`src/rtl/wb_ctrl_pipe.sv`:
```
// Writeback-control pipeline: decodes the D-stage instruction once, then
// carries dest reg, write enable, Mem2Reg and a self-decrementing Tnew down
// DEPTH plain flop stages (E, M, W, ...) for writeback and hazard detection.

// One pipeline stage register. DEC selects whether Tnew counts down on entry
// (every stage except E, which loads the freshly decoded value).
module wb_ctrl_stage #(
    parameter int TW  = 2,
    parameter bit DEC = 1'b1
) (
    input  logic          clk,
    input  logic          reset,
    input  logic [4:0]    a3_in,
    input  logic [TW-1:0] tnew_in,
    input  logic          we_in,
    input  logic [1:0]    m2r_in,
    input  logic          mvz_in,
    output logic [4:0]    a3_q,
    output logic [TW-1:0] tnew_q,
    output logic          we_q,
    output logic [1:0]    m2r_q,
    output logic          mvz_q
);

    logic [TW-1:0] tnew_nxt;

    // Saturating countdown of cycles until the result becomes available
    always_comb begin
        tnew_nxt = tnew_in;
        if (DEC && (tnew_in != '0))
            tnew_nxt = tnew_in - TW'(1);
    end

    // Stage flops; reset clears every field
    always_ff @(posedge clk) begin
        if (reset) begin
            a3_q   <= '0;
            tnew_q <= '0;
            we_q   <= 1'b0;
            m2r_q  <= 2'b00;
            mvz_q  <= 1'b0;
        end else begin
            a3_q   <= a3_in;
            tnew_q <= tnew_nxt;
            we_q   <= we_in;
            m2r_q  <= m2r_in;
            mvz_q  <= mvz_in;
        end
    end

endmodule

module wb_ctrl_pipe #(
    parameter int DEPTH     = 3,
    parameter int ALU_TNEW  = 1,
    parameter int LOAD_TNEW = 2,
    parameter int TW        = 2
) (
    input  logic                clk,
    input  logic                reset,
    input  logic [31:0]         instr_d,
    input  logic                stall,
    input  logic                flush,
    input  logic                movz_cancel_e,
    output logic [5*DEPTH-1:0]  a3_bus,
    output logic [TW*DEPTH-1:0] tnew_bus,
    output logic [DEPTH-1:0]    we_bus,
    output logic [1:0]          mem2reg_w,
    output logic [4:0]          a3_w,
    output logic                we_w
);

    localparam logic [1:0] M2R_ALU = 2'b00;
    localparam logic [1:0] M2R_MEM = 2'b01;
    localparam logic [1:0] M2R_PC8 = 2'b10;

    logic [5:0] op, func;
    logic [4:0] rt, rd;

    logic          dec_wr, dec_mvz, dec_we;
    logic [4:0]    dec_dst;
    logic [1:0]    dec_m2r;
    logic [TW-1:0] dec_tn;

    logic [DEPTH-1:0][4:0]    a3_in,   a3_q;
    logic [DEPTH-1:0][TW-1:0] tnew_in, tnew_q;
    logic [DEPTH-1:0]         we_in,   we_q;
    logic [DEPTH-1:0][1:0]    m2r_in,  m2r_q;
    logic [DEPTH-1:0]         mvz_in,  mvz_q;

    logic unused_bits;

    assign op   = instr_d[31:26];
    assign rt   = instr_d[20:16];
    assign rd   = instr_d[15:11];
    assign func = instr_d[5:0];

    // rs and shamt never affect writeback control; only E's movz flag is consumed
    assign unused_bits = ^{instr_d[25:21], instr_d[10:6], mvz_q[DEPTH-1:1]};

    // D decode; non-writers and writes to $0 collapse to an all-zero bubble
    always_comb begin
        dec_wr  = 1'b0;
        dec_mvz = 1'b0;
        dec_dst = 5'd0;
        dec_m2r = M2R_ALU;
        dec_tn  = '0;
        case (op)
            6'h00: begin
                case (func)
                    6'h00, 6'h02, 6'h03, 6'h04, 6'h06, 6'h07,
                    6'h20, 6'h21, 6'h22, 6'h23, 6'h24, 6'h25,
                    6'h26, 6'h27, 6'h2a, 6'h2b: begin
                        dec_wr  = 1'b1;
                        dec_dst = rd;
                        dec_tn  = TW'(ALU_TNEW);
                    end
                    6'h0a: begin
                        dec_wr  = 1'b1;
                        dec_mvz = 1'b1;
                        dec_dst = rd;
                        dec_tn  = TW'(ALU_TNEW);
                    end
                    6'h09: begin
                        dec_wr  = 1'b1;
                        dec_dst = rd;
                        dec_m2r = M2R_PC8;
                    end
                    default: ;
                endcase
            end
            6'h03: begin
                dec_wr  = 1'b1;
                dec_dst = 5'd31;
                dec_m2r = M2R_PC8;
            end
            6'h08, 6'h09, 6'h0a, 6'h0b, 6'h0c, 6'h0d, 6'h0e, 6'h0f: begin
                dec_wr  = 1'b1;
                dec_dst = rt;
                dec_tn  = TW'(ALU_TNEW);
            end
            6'h20, 6'h21, 6'h23, 6'h24, 6'h25: begin
                dec_wr  = 1'b1;
                dec_dst = rt;
                dec_m2r = M2R_MEM;
                dec_tn  = TW'(LOAD_TNEW);
            end
            default: ;
        endcase
        dec_we = dec_wr && (dec_dst != 5'd0);
        if (!dec_we) begin
            dec_mvz = 1'b0;
            dec_dst = 5'd0;
            dec_m2r = M2R_ALU;
            dec_tn  = '0;
        end
    end

    // Stage inputs: bubble or decode into E, plain shift behind it, movz cancel on E->M
    always_comb begin
        a3_in   = '0;
        tnew_in = '0;
        we_in   = '0;
        m2r_in  = '0;
        mvz_in  = '0;
        if (!(stall || flush)) begin
            a3_in[0]   = dec_dst;
            tnew_in[0] = dec_tn;
            we_in[0]   = dec_we;
            m2r_in[0]  = dec_m2r;
            mvz_in[0]  = dec_mvz;
        end
        for (int i = 1; i < DEPTH; i++) begin
            a3_in[i]   = a3_q[i-1];
            tnew_in[i] = tnew_q[i-1];
            we_in[i]   = we_q[i-1];
            m2r_in[i]  = m2r_q[i-1];
            mvz_in[i]  = mvz_q[i-1];
        end
        if (movz_cancel_e && mvz_q[0]) begin
            a3_in[1] = 5'd0;
            we_in[1] = 1'b0;
        end
    end

    for (genvar g = 0; g < DEPTH; g++) begin : g_stg
        wb_ctrl_stage #(
            .TW  (TW),
            .DEC (g != 0)
        ) u_stg (
            .clk     (clk),
            .reset   (reset),
            .a3_in   (a3_in[g]),
            .tnew_in (tnew_in[g]),
            .we_in   (we_in[g]),
            .m2r_in  (m2r_in[g]),
            .mvz_in  (mvz_in[g]),
            .a3_q    (a3_q[g]),
            .tnew_q  (tnew_q[g]),
            .we_q    (we_q[g]),
            .m2r_q   (m2r_q[g]),
            .mvz_q   (mvz_q[g])
        );
    end

    assign a3_bus    = a3_q;
    assign tnew_bus  = tnew_q;
    assign we_bus    = we_q;
    assign mem2reg_w = m2r_q[DEPTH-1];
    assign a3_w      = a3_q[DEPTH-1];
    assign we_w      = we_q[DEPTH-1];

endmodule

```
`config.mk`:
```
export PLATFORM = sky130hd
export DESIGN_NAME = wb_ctrl_pipe
export DESIGN_NICKNAME = d
export VERILOG_FILES = /design/src/rtl/wb_ctrl_pipe.sv
export SDC_FILE = /design/constraint.sdc
export NUM_CORES = 1
export LEC_CHECK = 0
export ABC_AREA = 1
export BUFFER_PORTS_ARGS = -buffer_cell sky130_fd_sc_hd__buf_4
export CAP_MARGIN = 20
export CORE_MARGIN = 4
export CORE_UTILIZATION = 49
export DETAILED_ROUTE_END_ITERATION = 10
export GPL_ROUTABILITY_DRIVEN = 0
export HOLD_SLACK_MARGIN = 0.15
export MAX_ROUTING_LAYER = met4
export PLACE_DENSITY = 0.84
export RECOVER_POWER = 100
export SETUP_SLACK_MARGIN = 0.5
export SLEW_MARGIN = 0
export SYNTH_ARGS = -nofsm -noshare
export SYNTH_HDL_FRONTEND = slang
export SYNTH_HIERARCHICAL = 1
export SYNTH_SLANG_ARGS = --single-unit
```
`constraint.sdc`:
```
create_clock -name clk -period 2.85 [get_ports clk]
set_clock_uncertainty 0.2 [all_clocks]
set_input_delay 0.57 -clock clk [delete_from_list [all_inputs] [get_ports clk]]
set_output_delay 0.57 -clock clk [all_outputs]
set_load 0.02 [all_outputs]
```
=== Yosys cells after proc, flatten, opt, wreduce, memory -nomap -nowiden ===
Cells that the tools add are included.

* Reduce and logical (&&, ||, !) cells: 18
* $add $sub $neg: 2
* Bitwise gates (word level): 2
* Equal/unequal tests: 31
* Muxes and demuxes: 11

{| class="wikitable"
|+ Operators by type and width
! cell !! count
|-
| $eq 6x6->1 const B || 15
|-
| $eq 6x4->1 const B || 10
|-
| $eq 6x2->1 const B || 3
|-
| $eq 6x3->1 const B || 3
|-
| $reduce_or 18->1 || 1
|-
| $reduce_or 17->1 || 1
|-
| $pmux 5 s3 || 1
|-
| $reduce_or 14->1 || 1
|-
| $reduce_or 13->1 || 1
|-
| $logic_not 6->1 || 2
|-
| $pmux 2 s3 || 2
|-
| $reduce_or 8->1 || 1
|-
| $mux 2 || 3
|-
| $mux 5 || 1
|-
| $reduce_bool 5->1 || 1
|-
| $reduce_or 5->1 || 1
|-
| $reduce_bool 2->1 || 2
|-
| $reduce_or 2->1 || 2
|-
| $reduce_or 4->1 || 1
|-
| $sub 2x1->2 const B || 2
|-
| $mux 1 || 3
|-
| $reduce_or 3->1 || 1
|-
| $logic_and 1x1->1 || 2
|-
| $not 1->1 || 2
|-
| 2 further kinds || 2
|}

* Bits of input ports: 37
* Word-level logic and storage cells: 77
* Output and inout port bits: 32
* Flip-flop bits (word level): 31

=== Depth between registers and ports, before layout ===
Gate-level depths: netlist of the first run.

* Depth in word-level cells: 8
* Depth in mapped cells: 15
* Depth with buffers taken out: 15

=== By module ===
The synthesis of the first run kept the hierarchy.

{| class="wikitable"
|+ Modules (own cells, without submodules)
! module !! cells each !! area an instance (um^2) !! times used !! seq. area each (um^2)
|-
| wb_ctrl_stage at g_stg[1].u_stg ... || 35 || 317.8 || 2 || 220.2
|-
| wb_ctrl_pipe || 89 || 485.5 || 1 || 0.0
|-
| wb_ctrl_stage at g_stg[0].u_stg || 34 || 314.1 || 1 || 220.2
|}

=== Least setup slack after synthesis of the first run ===
Ideal clock, no wire load.

* Path kind: input to register
* Start point: input instr_d[0]
* End point: register g_stg[0].u_stg.m2r_q[0]
* Cell stages on the path: 15
* Slack: 1.079 ns
* Library setup time: 0.112 ns
* Buffers on the path: 0
* Arrival: 1.460 ns
* Data required time: 2.538 ns
* Path through: inv_1 nor2_1 nand2_1 nand2_1 nand2_2 nand2_2 clkinv_2 nand2_2 nand2_2 nor2_2 nand3_2 nand2_4 nor2_2 inv_1 nor2_1

* Cells in the longest elaborated chain, start to end: 8
* Elaborated cells on any way between the ends: 27
* Classes of those cells: eq/ne (17); mux (4); bitwise (1); reduce/logical (5)

{| class="wikitable"
|+ RTL lines
! item !! line !! text
|-
| start: declaration || 61 || <nowiki>input logic [31:0] instr_d,</nowiki>
|-
| $eq 6x4->1 (tied with other cells) || 110 || <nowiki>case (func)</nowiki>
|-
| $reduce_or 18->1 (no source line) * || n/a ||
|-
| $mux 5 || 110 ||
|-
| $pmux 5 s3 || 108 || <nowiki>case (op)</nowiki>
|-
| $reduce_bool 5->1 || 150 || <nowiki>dec_we = dec_wr && (dec_dst != 5'd0);</nowiki>
|-
| $logic_and 1x1->1 * || 150 ||
|-
| $not 1->1 (no source line) * || n/a ||
|-
| $reduce_or 3->1 (no source line) * || n/a ||
|-
| end signal: assignment || 46 || <nowiki>m2r_q <= m2r_in;</nowiki>
|-
| end: declaration || 21 || <nowiki>output logic [1:0] m2r_q,</nowiki>
|}

Mark *: on every way between the ends. The rest lies on a longest branch, timed or not.
A chain may end at the register's enable or synchronous reset.

=== Final worst setup path of the first run ===
* Start point: input instr_d[29]
* End point: register g_stg[0].u_stg.tnew_q[1]

* Cells in the longest elaborated chain, start to end: 7
* Elaborated cells on any way between the ends: 26
* Classes of those cells: eq/ne (14); mux (3); bitwise (1); reduce/logical (8)

{| class="wikitable"
|+ RTL lines
! item !! line !! text
|-
| $eq 6x6->1 or $eq 6x4->1 (tied branches) || 108 ||
|-
| $reduce_or 13->1 (no source line) || n/a ||
|-
| $pmux 5 s3 || 108 ||
|-
| $reduce_bool 5->1 || 150 ||
|-
| $logic_and 1x1->1 || 150 ||
|-
| $not 1->1 (no source line) || n/a ||
|-
| $reduce_or 3->1 (no source line) || n/a ||
|-
| end signal: assignment || 44 || <nowiki>tnew_q <= tnew_nxt;</nowiki>
|-
| end: declaration || 19 || <nowiki>output logic [TW-1:0] tnew_q,</nowiki>
|}

Parallel ways exist; a longest one is shown, timed or not.

==> results of run 1 <==
cell usage in the layout (no fill, tap or decap):
master    count
clkbuf_1     35
a31oi_1       2
nand3_1       6
nor2_2        4
nor2_1       49
buf_4        24
dfxtp_1      31
or4_1         1
nor2_4        2
nand2_1      20
a21oi_1       2
clkinv_2      1
nor3_1        1
nand2_2       5
nand3_2       2
nand2_4       1
a32oi_1       1
o21ai_1       1
inv_2         3
nand4_1       1
clkbuf_4      5
inv_1        41
a21oi_2       3
clkbuf_8      2
worst min-delay path, stage by stage (launching register included):
cell,delay (ns)
dfxtp_1,0.30
inv_1,0.04
nor2_1,0.03
report_power, final:
group / total (uW) / internal [uW] / switching, uW
Combinational: 80.6 / 36.3 / 44.2
Clock: 277 / 145 / 132
Sequential: 437 / 436 / 1.33
path summary, 6_finish.rpt:
kind	from	slack, ns	to
hold reg to reg	g_stg[0].u_stg/m2r_q[0]	0.21	g_stg[1].u_stg/m2r_q[0]
setup reg to reg	g_stg[0].u_stg/mvz_q	1.87	g_stg[1].u_stg/we_q
setup / recovery	instr_d[29]	0.82	g_stg[0].u_stg/tnew_q[1]
hold / removal	g_stg[0].u_stg/m2r_q[0]	0.21	g_stg[1].u_stg/m2r_q[0]
final cells by class:
cell class                      instances  area, um2  share of cell area [%]
Sequential cell                        31      620.6                   36.82
Tap cell                               30      37.54                   2.227
Multi-Input combinational cell        101      480.5                   28.51
Timing Repair Buffer                   58      307.8                   18.26
Clock buffer                            8      68.82                   4.083
Inverter                               45      170.2                   10.10
state kept, by name, summed over array words and instances, names as in the netlist:
| signal | flops |
|---|---|
| g_stg.u_stg/m2r_q | 6 |
| g_stg.u_stg/a3_q | 15 |
| g_stg.u_stg/mvz_q | 1 |
| g_stg.u_stg/tnew_q | 6 |
| g_stg.u_stg/we_q | 3 |
per-stage QoR:
stage          instance area [um2]  total power [uW]  hold slack [ns]  util [%]
2_1_floorplan                 1380             496.4           0.1883         -
3_3_place_gp                  1767             534.0           0.1896     68.21
3_5_place_dp                  1767             535.8           0.1968     68.21
4_1_cts                       1836             815.1           0.2110     70.87
5_1_grt                       1685             835.4           0.2244     65.07
6_report                      1685             794.2           0.2067     65.07
layer usage:
| metal | vias to the layer above | GRT usage (%) | share of wire [%] |
|---|---|---|---|
| met5 | - | - | 0 |
| met4 | 0 | 6.502 | 1.9 |
| met3 | 5 | 5.241 | 13 |
| met2 | 55 | 25.53 | 47 |
| met1 | 485 | 14.42 | 38 |
| li1 | 646 | - | - |
==> metrics.yaml, run 1 <==
status: "complete, no violations"
p_leak_uw: 0.0007316
rows: 18
finalSetupTns_ns: 0
cp.required_ns: 2.90
cp.buffers_inverters: 2
die_w_um: 61.07
fillers: 255
powerDensity_nw_per_um2: 471.2
yosysWarningCount: 6
cts_resized: 0
max-slew-margin-rel_pct: 23.36
rsz0062_at_grt: "no"
cpLargestDelayFamily: "simple AND/OR/NAND/NOR gates"
syn_inst: 187
drtPass1Iterations: 4
cts_setup_buffers: 0
crit_path_max_fanout: 5
postSynthNetCount: 224
nets: 279
drc: 0
finalSetupViolCount: 0
root_buffer: "clkbuf_4"
hold_violations: 0
drt_iter0_markers: 34
postRouteAntennaNets: 0
die_area_um2: 3730
area_growth_syn_to_layout_pct: 22.12
cts_max_path_buffers: 2
insertion_delay_ns: 0.32
cts_made_buffers: 5
dp_hpwl_mm: 1.966
worst_slack_ns: 0.8237
maxSlewViolCount: 0
r2r_cells: 5
worst_pin_slew_ns: 1.150
fmax_mhz: 493.5
wirelength_mm: 2.459
preCtsSetupSlack_ns: 0.8286
grt_max_degree: 32
critPathCaptureType: "flop"
max_stage_delay_ns: 0.29
cpMostUsedCell: "nor2_1"
clkSinkCount: 31
viasPerCell: 4.363
avgRoutedWirePerCell_um: 9.007
cp_slowest_cell: "nor2_1"
dp.cells: 265
syn_area_um2: 1380
core_area_um2: 2590
htreeDepth: 2
initial_core_util_pct: 53.29
critPathLaunchType: "primary input"
ir_drop_mv: 0.3527
criticalPathCategory: "in -> reg"
hold_buffers: 0
antenna_found_initial: 0
cap_violations: 0
grtUsageTotal_pct: 14.61
arrival_ns: 2.08
grt-ovfl-total: 0
whs_path_depth: 2
path_cells: "clkbuf_1 -> nor2_1 -> nand3_2 -> nor2_1 -> nand3_1 -> nand3_1 -> nor2_1 -> nand3_2 -> nand2_1 -> nor2_1 -> inv_1 -> nor2_1"
chipHeight_um: 61.07
ios: 69
first_global_vias: 1011
antenna_cells: 0
path_clk_slew_ns: 0.08
drive_gt1_share_pct: 21.40
syn_area_per_cell_um2: 7.380
post-route-period-util_pct: 71.10
cts_tree: "yes"
finalNonFillerCells: 273
vias: 1191
cp.depth: 12
finalCriticalPeriod_ns: 2.026
grt_pass1_wl_mm: 3.898
hold_path_class: "reg -> reg"
io_buffers: 58
(Power assumes the default switching activity.)
==> run 2: changes to the inputs <==
--- a/config.mk
+++ b/config.mk
@@ -5,16 +5,16 @@
 export SDC_FILE = /design/constraint.sdc
 export NUM_CORES = 1
 export LEC_CHECK = 0
-export ABC_AREA = 1
+export ABC_AREA = 0
 export BUFFER_PORTS_ARGS = -buffer_cell sky130_fd_sc_hd__buf_4
 export CAP_MARGIN = 20
 export CORE_MARGIN = 4
-export CORE_UTILIZATION = 49
+export CORE_UTILIZATION = 46
 export DETAILED_ROUTE_END_ITERATION = 10
 export GPL_ROUTABILITY_DRIVEN = 0
 export HOLD_SLACK_MARGIN = 0.15
 export MAX_ROUTING_LAYER = met4
-export PLACE_DENSITY = 0.84
+export PLACE_DENSITY = 0.79
 export RECOVER_POWER = 100
 export SETUP_SLACK_MARGIN = 0.5
 export SLEW_MARGIN = 0
==> constraint.sdc (replaced) <==
create_clock -name clk -period 2.13 [get_ports clk]
set_clock_uncertainty 0.2 [all_clocks]
set_input_delay 0.426 -clock clk [delete_from_list [all_inputs] [get_ports clk]]
set_output_delay 0.426 -clock clk [all_outputs]
set_load 0.02 [all_outputs]
==> run 2 against run 1 <==
  * The flow now finishes with violations (capacitance limit, slew limit)
  * Area after synthesis rose by 2.2%
  * Register-to-register slack worse by 0.81 ns
  * Non-clock buffer count is 15 higher
  * Setup slack worse by 0.57 ns
  * Sequential power increased by 33%
  * First-iteration DRC count is 18% lower
  * Count of clock-buffer cells in the layout decreased by 2
  * Combinational power rose by 69%
  * Critical path type unchanged
  * Largest power group unchanged
==> metrics.yaml, run 2 <==
worst_pin_slew_ns: 1.548  # was 1.150 ns
die_w_um: 63.37  # was 61.07 um
hold_path_class: "reg -> reg"  # unchanged
met1_usage_pct: 16.45  # was 14.42%
largest_reg_flops: 15  # unchanged
first_global_vias: 1206  # was 1011
cp.depth: 9  # was 12
antenna_found_initial: 0  # unchanged
syn_inst: 139  # was 187
syn_area_per_cell_um2: 10.14  # was 7.380 um2
dp_hpwl_mm: 2.316  # was 1.966 mm
ir_drop_mv: 0.3119  # was 0.3527 mV
drive_gt1_share_pct: 37.80  # was 21.40%
status: "finished, violations left"  # was complete, no violations
p_leak_uw: 0.0007971  # was 0.0007316 uW
cts_made_buffers: 5  # unchanged
rows: 19  # was 18
drtPass1Iterations: 4  # unchanged
place_area_um2: 1878  # was 1767 um2
gr-usage-met3_pct: 5.861  # was 5.241%
ios: 69  # unchanged
path_cells: "buf_8 -> nor4_4 -> and2_0 -> and4_4 -> buf_6 -> clkbuf_2 -> nand2_2 -> a31oi_1 -> nor2b_2"  # was clkbuf_1 -> nor2_1 -> nand3_2 -> nor2_1 -> nand3_1 -> nand3_1 -> nor2_1 -> nand3_2 -> nand2_1 -> nor2_1 -> inv_1 -> nor2_1
grt_pass1_wl_mm: 5.188  # was 3.898 mm
critPathLaunchType: "primary input"  # unchanged
die_area_um2: 4015  # was 3730 um2
finalCriticalPeriod_ns: 1.881
largestRegisters: "g_stg.u_stg/a3_q: 15 flops, g_stg.u_stg/m2r_q: 6 flops, g_stg.u_stg/tnew_q: 6 flops"  # unchanged
area_growth_syn_to_layout_pct: 37.98  # was 22.12%
r2r_setup_slack_ns: 1.06  # was 1.87 ns
postSynthNetCount: 176  # was 224
violations: "capacitance limit, slew limit"
cp.required_ns: 2.18  # was 2.90 ns
viasPerCell: 5.033  # was 4.363
worstHoldEndpoint: "g_stg[1].u_stg/m2r_q[0]"  # unchanged
max_stage_delay_ns: 0.27  # was 0.29 ns
final_common_cell: "buf_4"  # was nor2_1
finalSetupViolCount: 0  # unchanged
hp-start: "g_stg[0].u_stg/m2r_q[0]"  # unchanged
antenna_cells: 0  # unchanged
grtUsageTotal_pct: 16.53  # was 14.61%
arrival_ns: 1.93  # was 2.08 ns
htreeDepth: 2  # unchanged
max-slew-margin-rel_pct: -3.185  # was 23.36%
r2r_cells: 3  # was 5
fin_util_pct: 68.20  # was 65.07%
rr_endpoint: "g_stg[1].u_stg/a3_q[1]"  # was g_stg[1].u_stg/we_q
fmax_mhz: 531.6
fillers: 250  # was 255
vias: 1208  # was 1191
wirelength_mm: 3.176  # was 2.459 mm
criticalPathCategory: "in -> reg"  # unchanged
grt-ovfl-total: 0  # unchanged
final_cell_area_um2: 1946  # was 1685 um2
chipHeight_um: 63.37  # was 61.07 um
nets: 245  # was 279
crit_path_max_fanout: 5  # unchanged
postRouteAntennaNets: 0  # unchanged
hold_violations: 0  # unchanged
drt_iter0_markers: 28  # was 34
yosysWarningCount: 6  # unchanged
rsz0062_at_grt: "yes"  # was no
cpLargestDelayFamily: "simple AND/OR/NAND/NOR gates"  # unchanged
avgRoutedWirePerCell_um: 13.23  # was 9.007 um
finalSetupTns_ns: 0  # unchanged
r2r_start: "g_stg[0].u_stg/mvz_q"  # unchanged
initial_core_util_pct: 49.43  # was 53.29%
cp_slowest_cell: "nor4_4"  # was nor2_1
insertion_delay_ns: 0.32  # about the same
cap_violations: 1  # was 0
cp.buffers_inverters: 3  # was 2
post-route-period-util_pct: 88.31
critPathCaptureType: "flop"  # unchanged
drc: 0  # unchanged
clkSinkCount: 31  # unchanged
maxSlewViolCount: 32  # was 0
syn_area_um2: 1410  # was 1380 um2
core_area_um2: 2853  # was 2590 um2
io_buffers: 58  # unchanged
layout_common_cells: "35 x buf_4, 33 x clkbuf_1, 31 x dfxtp_1, 19 x nor2b_1, 10 x nand2_1"  # was 49 x nor2_1, 41 x inv_1, 35 x clkbuf_1, 31 x dfxtp_1, 24 x buf_4
cts_tree: "yes"  # unchanged
grt_max_degree: 32  # unchanged
cts_max_path_buffers: 2  # unchanged
grt.busiest_layer: "met2"  # unchanged
path_clk_slew_ns: 0.09  # was 0.08 ns
top_register: "g_stg.u_stg/a3_q"  # unchanged
powerDensity_nw_per_um2: 605.9  # was 471.2 nW/um2
grt_use_met2_pct: 30.51  # was 25.53%
whs_path_depth: 1  # was 2
root_buffer: "clkbuf_4"  # unchanged
hold_buffers: 0  # unchanged
==> run 2: worst max path at each step <==
| stage | startpoint | end | slack, ns |
|---|---|---|---|
| after floorplan | instr_d[27] | g_stg[0].u_stg/m2r_q[0] | 0.23 |
| after global placement | instr_d[27] | g_stg[0].u_stg/a3_q[1] | -0.03 |
| after detailed placement | instr_d[27] | g_stg[0].u_stg/m2r_q[0] | -0.07 |
| after CTS | instr_d[27] | g_stg[0].u_stg/m2r_q[0] | 0.35 |
| after global routing | instr_d[27] | g_stg[0].u_stg/a3_q[3] | 0.15 |
| final | instr_d[27] | g_stg[0].u_stg/a3_q[0] | 0.25 |
==> run 2: repair_timing <==
action	CTS	global route
resized for setup	14	5
buffers inserted	4	1
pin swaps	8	3
setup endpoints to repair	11	11
==> run 2: where the power goes <==
part           leakage, uW  internal, uW  switching, uW  total (uW)
clock network    0.0000482           277            185         463
registers         0.000250           580          0.373         580
logic             0.000499          68.3           67.7         136
==> run 2: stage by stage <==
stage	power (uW)	setup WS (ns)	hold WS (ns)	std cells
final	1179	0.2489	0.2433	240
after global routing	1238	0.1530	0.2677	240
after CTS	1187	0.3530	0.2497	239
after detailed placement	717.9	-0.06508	0.2283	227
after global placement	712.6	-0.03355	0.2197	227
after floorplan	651.2	0.2338	0.2138	139
==> run 2: layer usage <==
metal	share of wire [%]	wire, um
met1	36	1130
met2	52	1664
met3	9.8	310
met4	2.2	71
met5	0	0
==> run 2: area by class of cell <==
type                       count  area [um2]  share of cell area, %
multi-input combinational     96       747.0                  38.39
sequential                    31       620.6                  31.90
timing repair buffer          73       449.2                  23.09
clock buffer                   6       51.30                  2.637
tap                           31       38.79                  1.994
clock inverter                 2       35.03                  1.801
inverter                       1       3.754                 0.1929
==> run 2: worst reg2reg max path: stages, from the launching register on <==
cell	delay (ns)
dfxtp_1	0.31
nand2_1	0.10
and2_1	0.18
nor2b_1	0.12
==> run 3: changes to the inputs <==
--- a/config.mk
+++ b/config.mk
@@ -11,9 +11,7 @@
 export CORE_MARGIN = 4
 export CORE_UTILIZATION = 46
 export DETAILED_ROUTE_END_ITERATION = 10
-export GPL_ROUTABILITY_DRIVEN = 0
 export HOLD_SLACK_MARGIN = 0.15
-export MAX_ROUTING_LAYER = met4
 export PLACE_DENSITY = 0.79
 export RECOVER_POWER = 100
 export SETUP_SLACK_MARGIN = 0.5
==> constraint.sdc (replaced) <==
create_clock -name clk -period 2.1 [get_ports clk]
set_clock_uncertainty 0.2 [all_clocks]
set_input_delay 0.42 -clock clk [delete_from_list [all_inputs] [get_ports clk]]
set_output_delay 0.42 -clock clk [all_outputs]
set_load 0.02 [all_outputs]
==> run 3 against run 2 <==
  * The flow now finishes without violations
  * Final cell count rose by 0.83%
  * Sequential cell count unchanged
  * Critical path depth down 1
  * Critical endpoint unchanged
  * Highest routed layer is now met3
==> metrics.yaml, run 3 (synthesis results as in run 2) <==
status: "complete, no violations"  # was finished, violations left
worst_pin_slew_ns: 0.7118  # was 1.548 ns
gr-usage-met3_pct: 6.039  # was 5.861%
final_common_cell: "buf_4"  # unchanged
viasPerCell: 5.045  # was 5.033
drc: 0  # unchanged
nets: 247  # was 245
grt_pass1_wl_mm: 5.161  # was 5.188 mm
drtPass1Iterations: 2  # was 4
die_area_um2: 4015  # unchanged
wirelength_mm: 3.048  # was 3.176 mm
grt_use_met2_pct: 29.20  # was 30.51%
clkSinkCount: 31  # unchanged
cts_tree: "yes"  # unchanged
grt-ovfl-total: 0  # unchanged
largestRegisters: "g_stg.u_stg/a3_q: 15 flops, g_stg.u_stg/m2r_q: 6 flops, g_stg.u_stg/tnew_q: 6 flops"  # unchanged
max-slew-margin-rel_pct: 52.55  # was -3.185%
chipHeight_um: 63.37  # unchanged
hold_path_class: "reg -> reg"  # unchanged
criticalPathCategory: "in -> reg"  # unchanged
preCtsSetupSlack_ns: -0.05021  # was -0.06508 ns
io_buffers: 58  # unchanged
insertion_delay_ns: 0.31  # was 0.32 ns
powerDensity_nw_per_um2: 547.4  # was 605.9 nW/um2
core_area_um2: 2853  # unchanged
ios: 69  # unchanged
rsz0062_at_grt: "yes"  # unchanged
postRouteAntennaNets: 0  # unchanged
grt.busiest_layer: "met2"  # unchanged
rows: 19  # unchanged
met1_usage_pct: 16.12  # was 16.45%
dp_hpwl_mm: 2.274  # was 2.316 mm
cts_made_buffers: 5  # unchanged
critPathLaunchType: "primary input"  # unchanged
die_w_um: 63.37  # unchanged
area_growth_syn_to_layout_pct: 33.45  # was 37.98%
fin_hold_ws_ns: 0.2408  # was 0.2433 ns
drt_iter0_markers: 38  # was 28
fmax_mhz: 538.8
final_cell_area_um2: 1882  # was 1946 um2
root_buffer: "clkbuf_4"  # unchanged
antenna_cells: 0  # unchanged
cp.required_ns: 2.15  # was 2.18 ns
finalNonFillerCells: 242  # was 240
htreeDepth: 2  # unchanged
antenna_found_initial: 0  # unchanged
largest_reg_flops: 15  # unchanged
fillers: 262  # was 250
vias: 1221  # was 1208
dp.cells: 228  # was 227
cts_max_path_buffers: 2  # unchanged
critPathCaptureType: "flop"  # unchanged
layout_common_cells: "36 x buf_4, 35 x clkbuf_1, 31 x dfxtp_1, 19 x nor2b_1, 12 x nand2_1"  # was 35 x buf_4, 33 x clkbuf_1, 31 x dfxtp_1, 19 x nor2b_1, 10 x nand2_1
place_area_um2: 1886  # was 1878 um2
p_leak_uw: 0.0007625  # was 0.0007971 uW
hold_buffers: 0  # unchanged
path_clk_slew_ns: 0.08  # was 0.09 ns
crit_path_max_fanout: 4  # was 5
grtUsageTotal_pct: 15.64  # was 16.53%
place_congestion: 0.8316
top_register: "g_stg.u_stg/a3_q"  # unchanged
post-route-period-util_pct: 88.39
cap_violations: 0  # was 1
hold_violations: 0  # unchanged
finalSetupViolCount: 0  # unchanged
finalCriticalPeriod_ns: 1.856
drive_gt1_share_pct: 35.55  # was 37.80%
ir_drop_mv: 0.2957  # was 0.3119 mV
grt_max_degree: 32  # unchanged
initial_core_util_pct: 49.43  # unchanged
maxSlewViolCount: 0  # was 32
arrival_ns: 1.90  # was 1.93 ns
first_global_vias: 1228  # was 1206
worst_slack_ns: 0.2439  # was 0.2489 ns
avgRoutedWirePerCell_um: 12.60  # was 13.23 um
## run 3: cell count changes in the layout (fill, tap and decap cells not counted), sizes merged
cell	before	now
clkbuf	40	41
bufinv	1	0
a22oi	1	2
buf	39	40
## run 3: path summary, 6_finish.rpt
check / from / to / slack (ns) / cells past startpoint
max: instr_d[4] / g_stg[0].u_stg/a3_q[0] / 0.24 / 8
min: g_stg[0].u_stg/m2r_q[1] / g_stg[1].u_stg/m2r_q[1] / 0.24 / 1
max reg2reg: g_stg[0].u_stg/mvz_q / g_stg[1].u_stg/a3_q[1] / 1.06 / 3
min reg2reg: g_stg[0].u_stg/m2r_q[1] / g_stg[1].u_stg/m2r_q[1] / 0.24 / 1
## run 3: repair_timing
item / 4_1_cts / 5_1_grt
gates resized for setup: 12 / 3
endpoints found under the setup margin: 11 / 11
setup buffers: 2 / 3
gates cloned: 1 / 0
pin swaps: 8 / 9
## run 3: cell type report
class                      instances  area [um2]  area share (%)
clock buffer                       7       45.04           2.394
clock inverter                     1       5.005          0.2660
inverter                           1       3.754          0.1995
multi-input combinational         97       724.4           38.50
sequential                        31       620.6           32.98
tap                               31       38.79           2.061
timing repair buffer              74       444.2           23.60
## run 3: critical path, stage by stage
cell and delay [ns]:
buf_6 0.10, nor4_4 0.27, and2_0 0.19, and4_1 0.37
a22oi_4 0.10, clkbuf_1 0.16, a31oi_1 0.16, nor2b_2 0.15
## run 3: layer usage
metal	share of wire [%]	wire (um)
met4	0	0
met1	40	1206
met5	0	0
met2	51	1543
met3	9.8	298
## run 3: per-stage QoR
| step | utilization (%) | setup TNS [ns] | power (uW) |
|---|---|---|---|
| detailed placement | 66.10 | -0.2225 | 729.3 |
| finish | 65.96 | 0 | 1030 |
| CTS | 70.09 | 0 | 1045 |
| floorplan | - | 0 | 660.5 |
| global route | 65.96 | 0 | 1082 |
| global placement | 66.10 | -0.2483 | 724.2 |
## run 3: where the power goes
part	total, uW	internal, uW	switching [uW]
logic	136	69.1	66.6
clock network	306	130	176
registers	588	588	0.388
total	1030	787	243
